### src/rtl/vga_plot_arbiter.sv
// Round-robin arbiter sharing the VGA adapter write port among three pixel
// requesters, with a built-in full-screen clear sweep.
module vga_plot_arbiter #(
    parameter int SCR_W       = 160,
    parameter int SCR_H       = 120,
    parameter int X_BITS      = 8,
    parameter int Y_BITS      = 7,
    parameter int COLOR_BITS  = 3,
    parameter int CLEAR_COLOR = 0
) (
    input  logic                    Clck,
    input  logic                    Reset,
    input  logic                    clear_req,
    output logic                    clear_busy,
    input  logic [2:0]              req_valid,
    output logic [2:0]              req_ready,
    input  logic [3*X_BITS-1:0]     req_x,
    input  logic [3*Y_BITS-1:0]     req_y,
    input  logic [3*COLOR_BITS-1:0] req_color,
    output logic [X_BITS-1:0]       plot_x,
    output logic [Y_BITS-1:0]       plot_y,
    output logic [COLOR_BITS-1:0]   plot_color,
    output logic                    plot_en,
    output logic [1:0]              grant_id,
    output logic                    oob_flag
);

    typedef enum logic {S_RUN, S_CLEAR} state_t;

    localparam logic [X_BITS-1:0] X_LIM = X_BITS'(SCR_W);
    localparam logic [Y_BITS-1:0] Y_LIM = Y_BITS'(SCR_H);
    localparam logic [X_BITS-1:0] X_MAX = X_BITS'(SCR_W - 1);
    localparam logic [Y_BITS-1:0] Y_MAX = Y_BITS'(SCR_H - 1);
    localparam logic [COLOR_BITS-1:0] CLR_C = COLOR_BITS'(CLEAR_COLOR);

    state_t                  r_state;
    state_t                  w_state_nxt;
    logic [1:0]              r_last;
    logic [X_BITS-1:0]       r_cx;
    logic [Y_BITS-1:0]       r_cy;
    logic [X_BITS-1:0]       r_px;
    logic [Y_BITS-1:0]       r_py;
    logic [COLOR_BITS-1:0]   r_pc;
    logic                    r_pen;
    logic [1:0]              r_gid;
    logic                    r_oob;
    logic                    r_busy;

    logic [1:0]              w_c0;
    logic [1:0]              w_c1;
    logic [1:0]              w_c2;
    logic [2:0]              w_grant;
    logic [1:0]              w_gid;
    logic                    w_xfer;
    logic                    w_oob;
    logic                    w_last_px;
    logic [X_BITS-1:0]       w_sel_x;
    logic [Y_BITS-1:0]       w_sel_y;
    logic [COLOR_BITS-1:0]   w_sel_c;

    // Search order: last+1, last+2, last+3 (mod 3)
    assign w_c0 = (r_last == 2'd2) ? 2'd0 : r_last + 2'd1;
    assign w_c1 = (w_c0 == 2'd2) ? 2'd0 : w_c0 + 2'd1;
    assign w_c2 = (w_c1 == 2'd2) ? 2'd0 : w_c1 + 2'd1;

    assign w_last_px = (r_cx == X_MAX) && (r_cy == Y_MAX);

    always_comb begin
        w_state_nxt = r_state;
        w_grant     = 3'b000;
        w_gid       = 2'd0;
        unique case (r_state)
            S_RUN: begin
                if (clear_req) begin
                    w_state_nxt = S_CLEAR;
                end else if (req_valid[w_c0]) begin
                    w_gid          = w_c0;
                    w_grant[w_c0]  = 1'b1;
                end else if (req_valid[w_c1]) begin
                    w_gid          = w_c1;
                    w_grant[w_c1]  = 1'b1;
                end else if (req_valid[w_c2]) begin
                    w_gid          = w_c2;
                    w_grant[w_c2]  = 1'b1;
                end
            end
            S_CLEAR: begin
                if (w_last_px) begin
                    w_state_nxt = S_RUN;
                end
            end
            default: w_state_nxt = S_RUN;
        endcase
    end

    assign w_xfer    = |w_grant;
    assign req_ready = Reset ? 3'b000 : w_grant;

    assign w_sel_x = req_x[w_gid*X_BITS +: X_BITS];
    assign w_sel_y = req_y[w_gid*Y_BITS +: Y_BITS];
    assign w_sel_c = req_color[w_gid*COLOR_BITS +: COLOR_BITS];
    assign w_oob   = (w_sel_x >= X_LIM) || (w_sel_y >= Y_LIM);

    always_ff @(posedge Clck) begin
        if (Reset) begin
            r_state <= S_RUN;
        end else begin
            r_state <= w_state_nxt;
        end
    end

    always_ff @(posedge Clck) begin
        if (Reset) begin
            r_last <= 2'd2;
            r_cx   <= '0;
            r_cy   <= '0;
            r_px   <= '0;
            r_py   <= '0;
            r_pc   <= '0;
            r_pen  <= 1'b0;
            r_gid  <= 2'd0;
            r_oob  <= 1'b0;
            r_busy <= 1'b0;
        end else begin
            r_pen  <= 1'b0;
            r_busy <= 1'b0;
            if (r_state == S_CLEAR) begin
                r_px   <= r_cx;
                r_py   <= r_cy;
                r_pc   <= CLR_C;
                r_pen  <= 1'b1;
                r_gid  <= 2'd3;
                r_busy <= 1'b1;
                if (r_cx == X_MAX) begin
                    r_cx <= '0;
                    r_cy <= (r_cy == Y_MAX) ? '0 : r_cy + 1'b1;
                end else begin
                    r_cx <= r_cx + 1'b1;
                end
            end else if (w_xfer) begin
                r_last <= w_gid;
                // Off-screen pixels are consumed but never strobed
                if (w_oob) begin
                    r_oob <= 1'b1;
                end else begin
                    r_px  <= w_sel_x;
                    r_py  <= w_sel_y;
                    r_pc  <= w_sel_c;
                    r_pen <= 1'b1;
                    r_gid <= w_gid;
                end
            end
        end
    end

    assign plot_x     = r_px;
    assign plot_y     = r_py;
    assign plot_color = r_pc;
    assign plot_en    = r_pen;
    assign grant_id   = r_gid;
    assign oob_flag   = r_oob;
    assign clear_busy = r_busy;

endmodule

### config.mk
export PLATFORM = sky130hd
export DESIGN_NAME = vga_plot_arbiter
export DESIGN_NICKNAME = d
export VERILOG_FILES = /design/src/rtl/vga_plot_arbiter.sv
export SDC_FILE = /design/constraint.sdc
export NUM_CORES = 1
export LEC_CHECK = 0
export ABC_AREA = 1
export CAP_MARGIN = 20
export CORE_MARGIN = 8
export CORE_UTILIZATION = 51
export CTS_BUF_LIST = sky130_fd_sc_hd__clkbuf_2
export DETAILED_ROUTE_END_ITERATION = 10
export GPL_TIMING_DRIVEN = 0
export PLACE_DENSITY = 0.88
export SLEW_MARGIN = 25
export SYNTH_ARGS = -nofsm -noshare
export SYNTH_HDL_FRONTEND = slang
export SYNTH_SLANG_ARGS = --single-unit
### constraint.sdc
create_clock -name Clck -period 5.76 [get_ports Clck]
set_input_delay 1.152 -clock Clck [delete_from_list [all_inputs] [get_ports Clck]]
set_output_delay 1.152 -clock Clck [all_outputs]
set_load 0.05 [all_outputs]
==> results of run 1 <==
## power breakdown
part | leakage [nW] | internal (mW) | switching (mW)
Sequential | 0.335 | 0.309 | 0.0155
Combinational | 1.08 | 0.142 | 0.236
Clock | 0.0366 | 0.0718 | 0.0981
Total | 1.45 | 0.523 | 0.349
## worst paths after layout
check / to / slack, ns
min: plot_color[1] / 0.48
max: req_ready[1] / 1.36
min reg2reg: plot_color[1] / 0.48
max reg2reg: plot_y[0] / 3.25
## placed cells by master, fill, tap and decap left out, types with 3 or more instances in the layout
master,synthesis,routed
sky130_fd_sc_hd__nand2_4,3,3
sky130_fd_sc_hd__clkbuf_1,8,8
sky130_fd_sc_hd__nand4_1,14,14
sky130_fd_sc_hd__nor3_1,6,6
sky130_fd_sc_hd__buf_2,6,6
sky130_fd_sc_hd__xor2_1,4,4
sky130_fd_sc_hd__clkbuf_2,0,5
sky130_fd_sc_hd__inv_1,32,32
sky130_fd_sc_hd__nand2_2,6,6
sky130_fd_sc_hd__o21ai_1,4,4
sky130_fd_sc_hd__a21oi_1,17,17
sky130_fd_sc_hd__a21oi_2,3,3
sky130_fd_sc_hd__nor2_2,5,5
sky130_fd_sc_hd__clkdlybuf4s50_1,0,84
sky130_fd_sc_hd__nand3_2,7,7
sky130_fd_sc_hd__nand3_4,3,3
sky130_fd_sc_hd__dfxtp_1,41,41
sky130_fd_sc_hd__nand2_1,87,87
sky130_fd_sc_hd__nor2_1,40,40
sky130_fd_sc_hd__buf_6,5,5
sky130_fd_sc_hd__inv_2,3,3
sky130_fd_sc_hd__nand3_1,23,23
sky130_fd_sc_hd__o21ai_0,33,33
sky130_fd_sc_hd__nor3b_1,4,4
sky130_fd_sc_hd__clkinv_1,2,3
## state kept, by name, indices dropped and copies added (netlist names)
register	count
plot_x	8
grant_id	2
r_last	2
plot_color	3
r_state	1
plot_y	7
clear_busy	1
plot_en	1
r_cy	7
r_cx	8
oob_flag	1
## per-layer routing
metal	up-vias	global-route usage (%)	wire (um)
met5	-	0	0
met4	0	5.16	109
met3	10	4.54	622
met2	133	40.1	3930
met1	1313	25.9	3380
li1	1418	-	-
## synthesized netlist by cell type
cell type / instances
sky130_fd_sc_hd__a211o_1: 1
sky130_fd_sc_hd__a21oi_1: 17
sky130_fd_sc_hd__a21oi_2: 3
sky130_fd_sc_hd__a21oi_4: 1
sky130_fd_sc_hd__a22oi_1: 2
sky130_fd_sc_hd__buf_2: 6
sky130_fd_sc_hd__buf_6: 5
sky130_fd_sc_hd__clkbuf_1: 8
sky130_fd_sc_hd__clkinv_1: 2
sky130_fd_sc_hd__dfxtp_1: 41
sky130_fd_sc_hd__ha_1: 2
sky130_fd_sc_hd__inv_1: 32
sky130_fd_sc_hd__inv_2: 3
sky130_fd_sc_hd__nand2_1: 87
sky130_fd_sc_hd__nand2_2: 6
sky130_fd_sc_hd__nand2_4: 3
sky130_fd_sc_hd__nand3_1: 23
sky130_fd_sc_hd__nand3_2: 7
sky130_fd_sc_hd__nand3_4: 3
sky130_fd_sc_hd__nand3b_1: 2
sky130_fd_sc_hd__nand4_1: 14
sky130_fd_sc_hd__nor2_1: 40
sky130_fd_sc_hd__nor2_2: 5
sky130_fd_sc_hd__nor3_1: 6
sky130_fd_sc_hd__nor3b_1: 4
sky130_fd_sc_hd__nor4_1: 2
sky130_fd_sc_hd__o2111ai_1: 1
sky130_fd_sc_hd__o211ai_1: 1
sky130_fd_sc_hd__o21a_1: 2
sky130_fd_sc_hd__o21ai_0: 33
sky130_fd_sc_hd__o21ai_1: 4
sky130_fd_sc_hd__o21ai_2: 2
sky130_fd_sc_hd__or4_1: 1
sky130_fd_sc_hd__xor2_1: 4
## final cells by class
cell class / count / area, um2
Clock inverter: 3 / 41.3
Inverter: 37 / 139
Tap cell: 67 / 83.8
Multi-Input combinational cell: 276 / 1450
Timing Repair Buffer: 84 / 841
Clock buffer: 5 / 25.0
Buffer: 19 / 116
Sequential cell: 41 / 821
Fill cell: 393 / 1240
## critical path: stages
cell and delay, ns:
sky130_fd_sc_hd__clkdlybuf4s50_1 0.47, sky130_fd_sc_hd__nand2_1 0.15, sky130_fd_sc_hd__nand3_4 0.11, sky130_fd_sc_hd__a21oi_4 0.28, sky130_fd_sc_hd__nand2_1 0.16, sky130_fd_sc_hd__nor2_1 0.11
sky130_fd_sc_hd__clkdlybuf4s50_1 0.82
## cells by family (layout without fill, tap and decap cells)
group,Yosys count,after routing
flops,41,41
compound gates,67,67
simple gates,203,203
fa+ha+maj,2,2
xor+xnor,4,4
buf+inv,56,148
==> qor.yml, run 1 <==
ys_seq_elements: 41
timing.critical_path.fanout_max: 8
design_area_um2: 3510
start_util_pct: 53.0
antennaDiodeCount: 0
num_rows: 25
avgViaCountPerCell: 5.40
totalPowerFinal_mw: 0.872
critical_path_arrival_ns: 3.25
postRouteWirelength_um: 8040
detail-route-antenna-nets: 0
clk_transition_reported_paths_ns: 0.20
post_synthesis_share_of_cell_area_spent_on_and_or_nand_and_nor_gates_pct: 39.7
drv.max_cap_violation_count: 0
relSlewSlack_pct: 61.8
cp_required_ns: 4.61
number_of_antenna_violations_at_the_first_check_in_global_routing: 0
reg2reg_depth: 11
path_class: "primary input to output port"
setup_ws_ns: 1.36
hpwl_um: 6410
crit_path_end_kind: "output port"
tightest_slew_ns: 0.573
synth_xor_area_share_pct: 1.39
die_w_um: 86.3
critical_path.startpoint_type: "primary input"
drv_slew: 0
power-per-cell-area_nw_per_um2: 248
timing.final.crit_share_pct: 76.4
largest_family_of_logic_cells_by_synthesized_area: "simple AND/OR/NAND/NOR gates"
placement.cell_area_um2: 3450
final_layout_size_suffix_gt1_share_pct: 11.0
total_leakage_power_nw: 1.45
first_pass_grt_wire_length_um: 13300
finalHoldViolations: 0
clock_latency_ns: 0.41
timing.final.setup_violations: 0
holdPathStages: 2
synth-adder-area-share_pct: 0.993
num_vias: 2874
grt_max_degree: 14
initialDrtViolationCount: 215
timing.critical_path.from: "req_valid[0]"
worstReg2RegStart: "r_state"
fin_cells: 532
post_drt_wl_per_cell_um: 15.1
fmax_ghz: 0.227
grt_setup_unrepaired: "false"
io_pins: 86
route.detailed.drc: 0
cts_sinks: 41
core_region_area_um2: 4750
synthMuxAreaShare_pct: 0
hold_crit_path_type: "flip-flop to flip-flop"
finish.utilization_pct: 73.9
nNetsFinal: 526
mappedNetlistArea_um2: 2520
chipHeight_um: 86.3
preCtsSetupSlack_ns: 1.35
max-clock-path-buffers: 2
final.setup_skew_ns: 0.00611
numCtsBuffers: 5
cts_resized: 0
placement.io_buffers: 84
yosysSeqAreaShare_pct: 32.6
global_placement_routability_congestion: 0.913
clock_tree.root_cell: "sky130_fd_sc_hd__clkbuf_2"
holdWs_ns: 0.482
result_of_the_run: "finished clean"
count_of_warnings_emitted_by_yosys: 0
post-synth-top-area-cell: "sky130_fd_sc_hd__dfxtp_1"
yosys.cell_types.count: 34
synth-compound-area-share_pct: 15.3
h-tree-depth: 2
track_usage_pct: 22.2
post_synth_inst_count: 373
total_setup_buffers_inserted_after_cts: 0
synth_largest_type_area_fraction_pct: 32.6
netlist_top_cells_area: "sky130_fd_sc_hd__dfxtp_1, sky130_fd_sc_hd__nand2_1, sky130_fd_sc_hd__o21ai_0"
placed_cells: 524
cts_tree: "yes"
syn-mean-instance-area_um2: 6.76
area_delta_synth_final_pct: 39.3
tns_ns: 0
holdCritStartpoint: "plot_color[1]"
post_synth_net_total: 435
detailedRoute.firstPassIterationCount: 5
period_needed_ns: 4.40
vdd.ir_drop.worst_mv: 0.137
overflow: 0
grt_pass1_vias: 2776
die_area_um2: 7450
cts_hold_repair.buffers: 0
Note: power is estimated with default switching activity, not from simulation.
==> run 2: changes to the inputs <==
--- a/config.mk
+++ b/config.mk
@@ -8,11 +8,11 @@
 export ABC_AREA = 1
 export CAP_MARGIN = 20
 export CORE_MARGIN = 8
-export CORE_UTILIZATION = 51
+export CORE_UTILIZATION = 47
 export CTS_BUF_LIST = sky130_fd_sc_hd__clkbuf_2
 export DETAILED_ROUTE_END_ITERATION = 10
 export GPL_TIMING_DRIVEN = 0
-export PLACE_DENSITY = 0.88
+export PLACE_DENSITY = 0.82
 export SLEW_MARGIN = 25
 export SYNTH_ARGS = -nofsm -noshare
 export SYNTH_HDL_FRONTEND = slang
==> constraint.sdc (replaced) <==
create_clock -name Clck -period 4.1 [get_ports Clck]
set_input_delay 0.82 -clock Clck [delete_from_list [all_inputs] [get_ports Clck]]
set_output_delay 0.82 -clock Clck [all_outputs]
set_load 0.05 [all_outputs]
==> qor.yml, run 2 (synthesized netlist as in run 1, its figures left out) <==
critical_path_cell_count: 7  # unchanged
h-tree-depth: 2  # unchanged
hpwl_um: 6270  # -2.3%
total_setup_buffers_inserted_after_cts: 0  # unchanged
timing.critical_path.fanout_max: 8  # unchanged
global_placement_routability_congestion: 0.849  # -7.1%
first_pass_grt_wire_length_um: 12700  # -4.9%
timing.final.crit_share_pct: 90.3
num_rows: 26  # +4.0%
result_of_the_run: "finished clean"
timing.final.setup_violations: 0  # unchanged
track_usage_pct: 20.5  # -1.6 points
most_frequent_cells_in_the_layout: "sky130_fd_sc_hd__nand2_1, sky130_fd_sc_hd__clkdlybuf4s50_1, sky130_fd_sc_hd__dfxtp_1"
crit_slowest_cell: "sky130_fd_sc_hd__clkdlybuf4s50_1"
worstReg2RegStart: "r_state"
final_layout_size_suffix_gt1_share_pct: 11.2  # +0.22 points
drv.max_cap_violation_count: 0  # unchanged
cts_hold_repair.buffers: 0  # unchanged
grt_pass1_vias: 2639  # -4.9%
cp_required_ns: 3.28  # -1.33 ns
initialDrtViolationCount: 151  # -30%
die_area_um2: 7960  # +6.9%
worstPathBufferInverterCount: 2  # unchanged
avgViaCountPerCell: 5.23  # -3.2%
route.detailed.drc: 0  # unchanged
hold_crit_path_type: "flip-flop to flip-flop"
holdWs_ns: 0.479  # -0.00310 ns
grt_max_degree: 15  # +1
number_of_antenna_violations_at_the_first_check_in_global_routing: 0  # unchanged
finalHoldViolations: 0  # unchanged
detailedRoute.firstPassIterationCount: 4  # -1
detail-route-antenna-nets: 0  # unchanged
worstReg2RegEnd: "plot_y[2]"
power-per-cell-area_nw_per_um2: 350  # +41%
critPathTopFamily: "buffers and inverters"
clk_transition_reported_paths_ns: 0.20  # about the same
fmax_ghz: 0.270
vdd.ir_drop.worst_mv: 0.226  # +64%
relSlewSlack_pct: 58.7  # -3.1 points
reg2reg_setup_slack_ns: 1.55  # -1.70 ns
start_util_pct: 49.1  # -4.0 points
path_class: "primary input to output port"
cts_tree: "yes"
hold_path_end: "plot_color[1]"
core_region_area_um2: 5140  # +8.1%
total_leakage_power_nw: 1.45  # +0.18%
worstPathCellList: "clkdlybuf4s50_1 -> nand2_1 -> nand3_4 -> a21oi_4 -> nand2_1 -> nor2_1 -> clkdlybuf4s50_1"
placement.io_buffers: 84  # unchanged
area_delta_synth_final_pct: 39.7
tns_ns: 0  # unchanged
critical_path_arrival_ns: 2.88  # -0.37 ns
post_drt_wl_per_cell_um: 15.0  # -0.60%
io_pins: 86  # unchanged
crit_path_end_kind: "output port"
timing.critical_path.from: "req_valid[0]"
final.setup_skew_ns: 0.0158  # +0.00971 ns
totalPowerFinal_mw: 1.23  # +41%
period_needed_ns: 3.70
stage_delay_of_the_slowest_cell_on_the_critical_path_ns: 0.82  # about the same
tightest_slew_ns: 0.620  # +0.0467 ns
num_vias: 2797  # -2.7%
critical_path.startpoint_type: "primary input"
nNetsFinal: 526  # unchanged
grt_setup_unrepaired: "false"
clock_tree.root_cell: "sky130_fd_sc_hd__clkbuf_2"
max-clock-path-buffers: 2  # unchanged
cts_resized: 0  # unchanged
drv_slew: 0  # unchanged
antennaDiodeCount: 0  # unchanged
overflow: 0  # unchanged
die_w_um: 89.2  # +3.4%
holdCritStartpoint: "plot_color[1]"
cts_sinks: 41  # unchanged
holdPathStages: 2  # unchanged
numCtsBuffers: 5  # unchanged
reg2reg_depth: 10  # -1
chipHeight_um: 89.2  # +3.4%
postRouteWirelength_um: 8040  # about the same
layout.cells.most_common: "sky130_fd_sc_hd__nand2_1"
clock_latency_ns: 0.41  # about the same
[run 2: cell counts in the layout (fill, tap and decap cells not counted)]
No cell type changed its count.
[run 2: layout make-up]
type / count / area [um2]
Clock buffer: 5 / 25.0
Clock inverter: 3 / 46.3
Inverter: 37 / 139
Sequential cell: 41 / 821
Multi-Input combinational cell: 276 / 1450
Timing Repair Buffer: 84 / 841
Tap cell: 70 / 87.6
Buffer: 19 / 116
Fill cell: 478 / 1620
[run 2: routing by layer]
| layer | GRT usage, % | routed length, um |
|---|---|---|
| met1 | 25.5 | 3420 |
| met2 | 34.5 | 3790 |
| met3 | 4.78 | 713 |
| met4 | 5.74 | 112 |
| met5 | 0 | 0 |
[run 2: worst max-delay path by stage]
stage,slack [ns],end
floorplan,1.26,req_ready[1]
global placement,0.41,req_ready[1]
detailed placement,0.38,req_ready[1]
CTS,0.37,req_ready[1]
global route,0.25,req_ready[1]
finish,0.40,req_ready[1]
[run 2: power breakdown]
part | internal, mW | total (mW) | switching (mW) | leakage (nW)
clock network | 0.104 | 0.247 | 0.143 | 0.0392
logic | 0.200 | 0.530 | 0.330 | 1.08
registers | 0.434 | 0.454 | 0.0208 | 0.335
[run 2: per-stage QoR]
stage          worst slack, ns  util, %  std cells  area, um2
3_3_place_gp             0.409     67.1        527       3450
4_1_cts                  0.374     68.5        535       3520
3_5_place_dp             0.383     67.1        527       3450
6_report                 0.399     68.5        535       3520
2_1_floorplan             1.26        -        373       2520
5_1_grt                  0.248     68.5        535       3520
[run 2: worst reg2reg max path, cell delays in order (launching register included)]
cell and delay (ns):
sky130_fd_sc_hd__dfxtp_1 0.36, sky130_fd_sc_hd__clkbuf_1 0.41, sky130_fd_sc_hd__inv_1 0.27, sky130_fd_sc_hd__nand3_2 0.17, sky130_fd_sc_hd__buf_6 0.16, sky130_fd_sc_hd__clkbuf_1 0.44
sky130_fd_sc_hd__o21a_1 0.19, sky130_fd_sc_hd__o21ai_0 0.09, sky130_fd_sc_hd__a22oi_1 0.24, sky130_fd_sc_hd__nand3_1 0.11, sky130_fd_sc_hd__o21ai_1 0.08
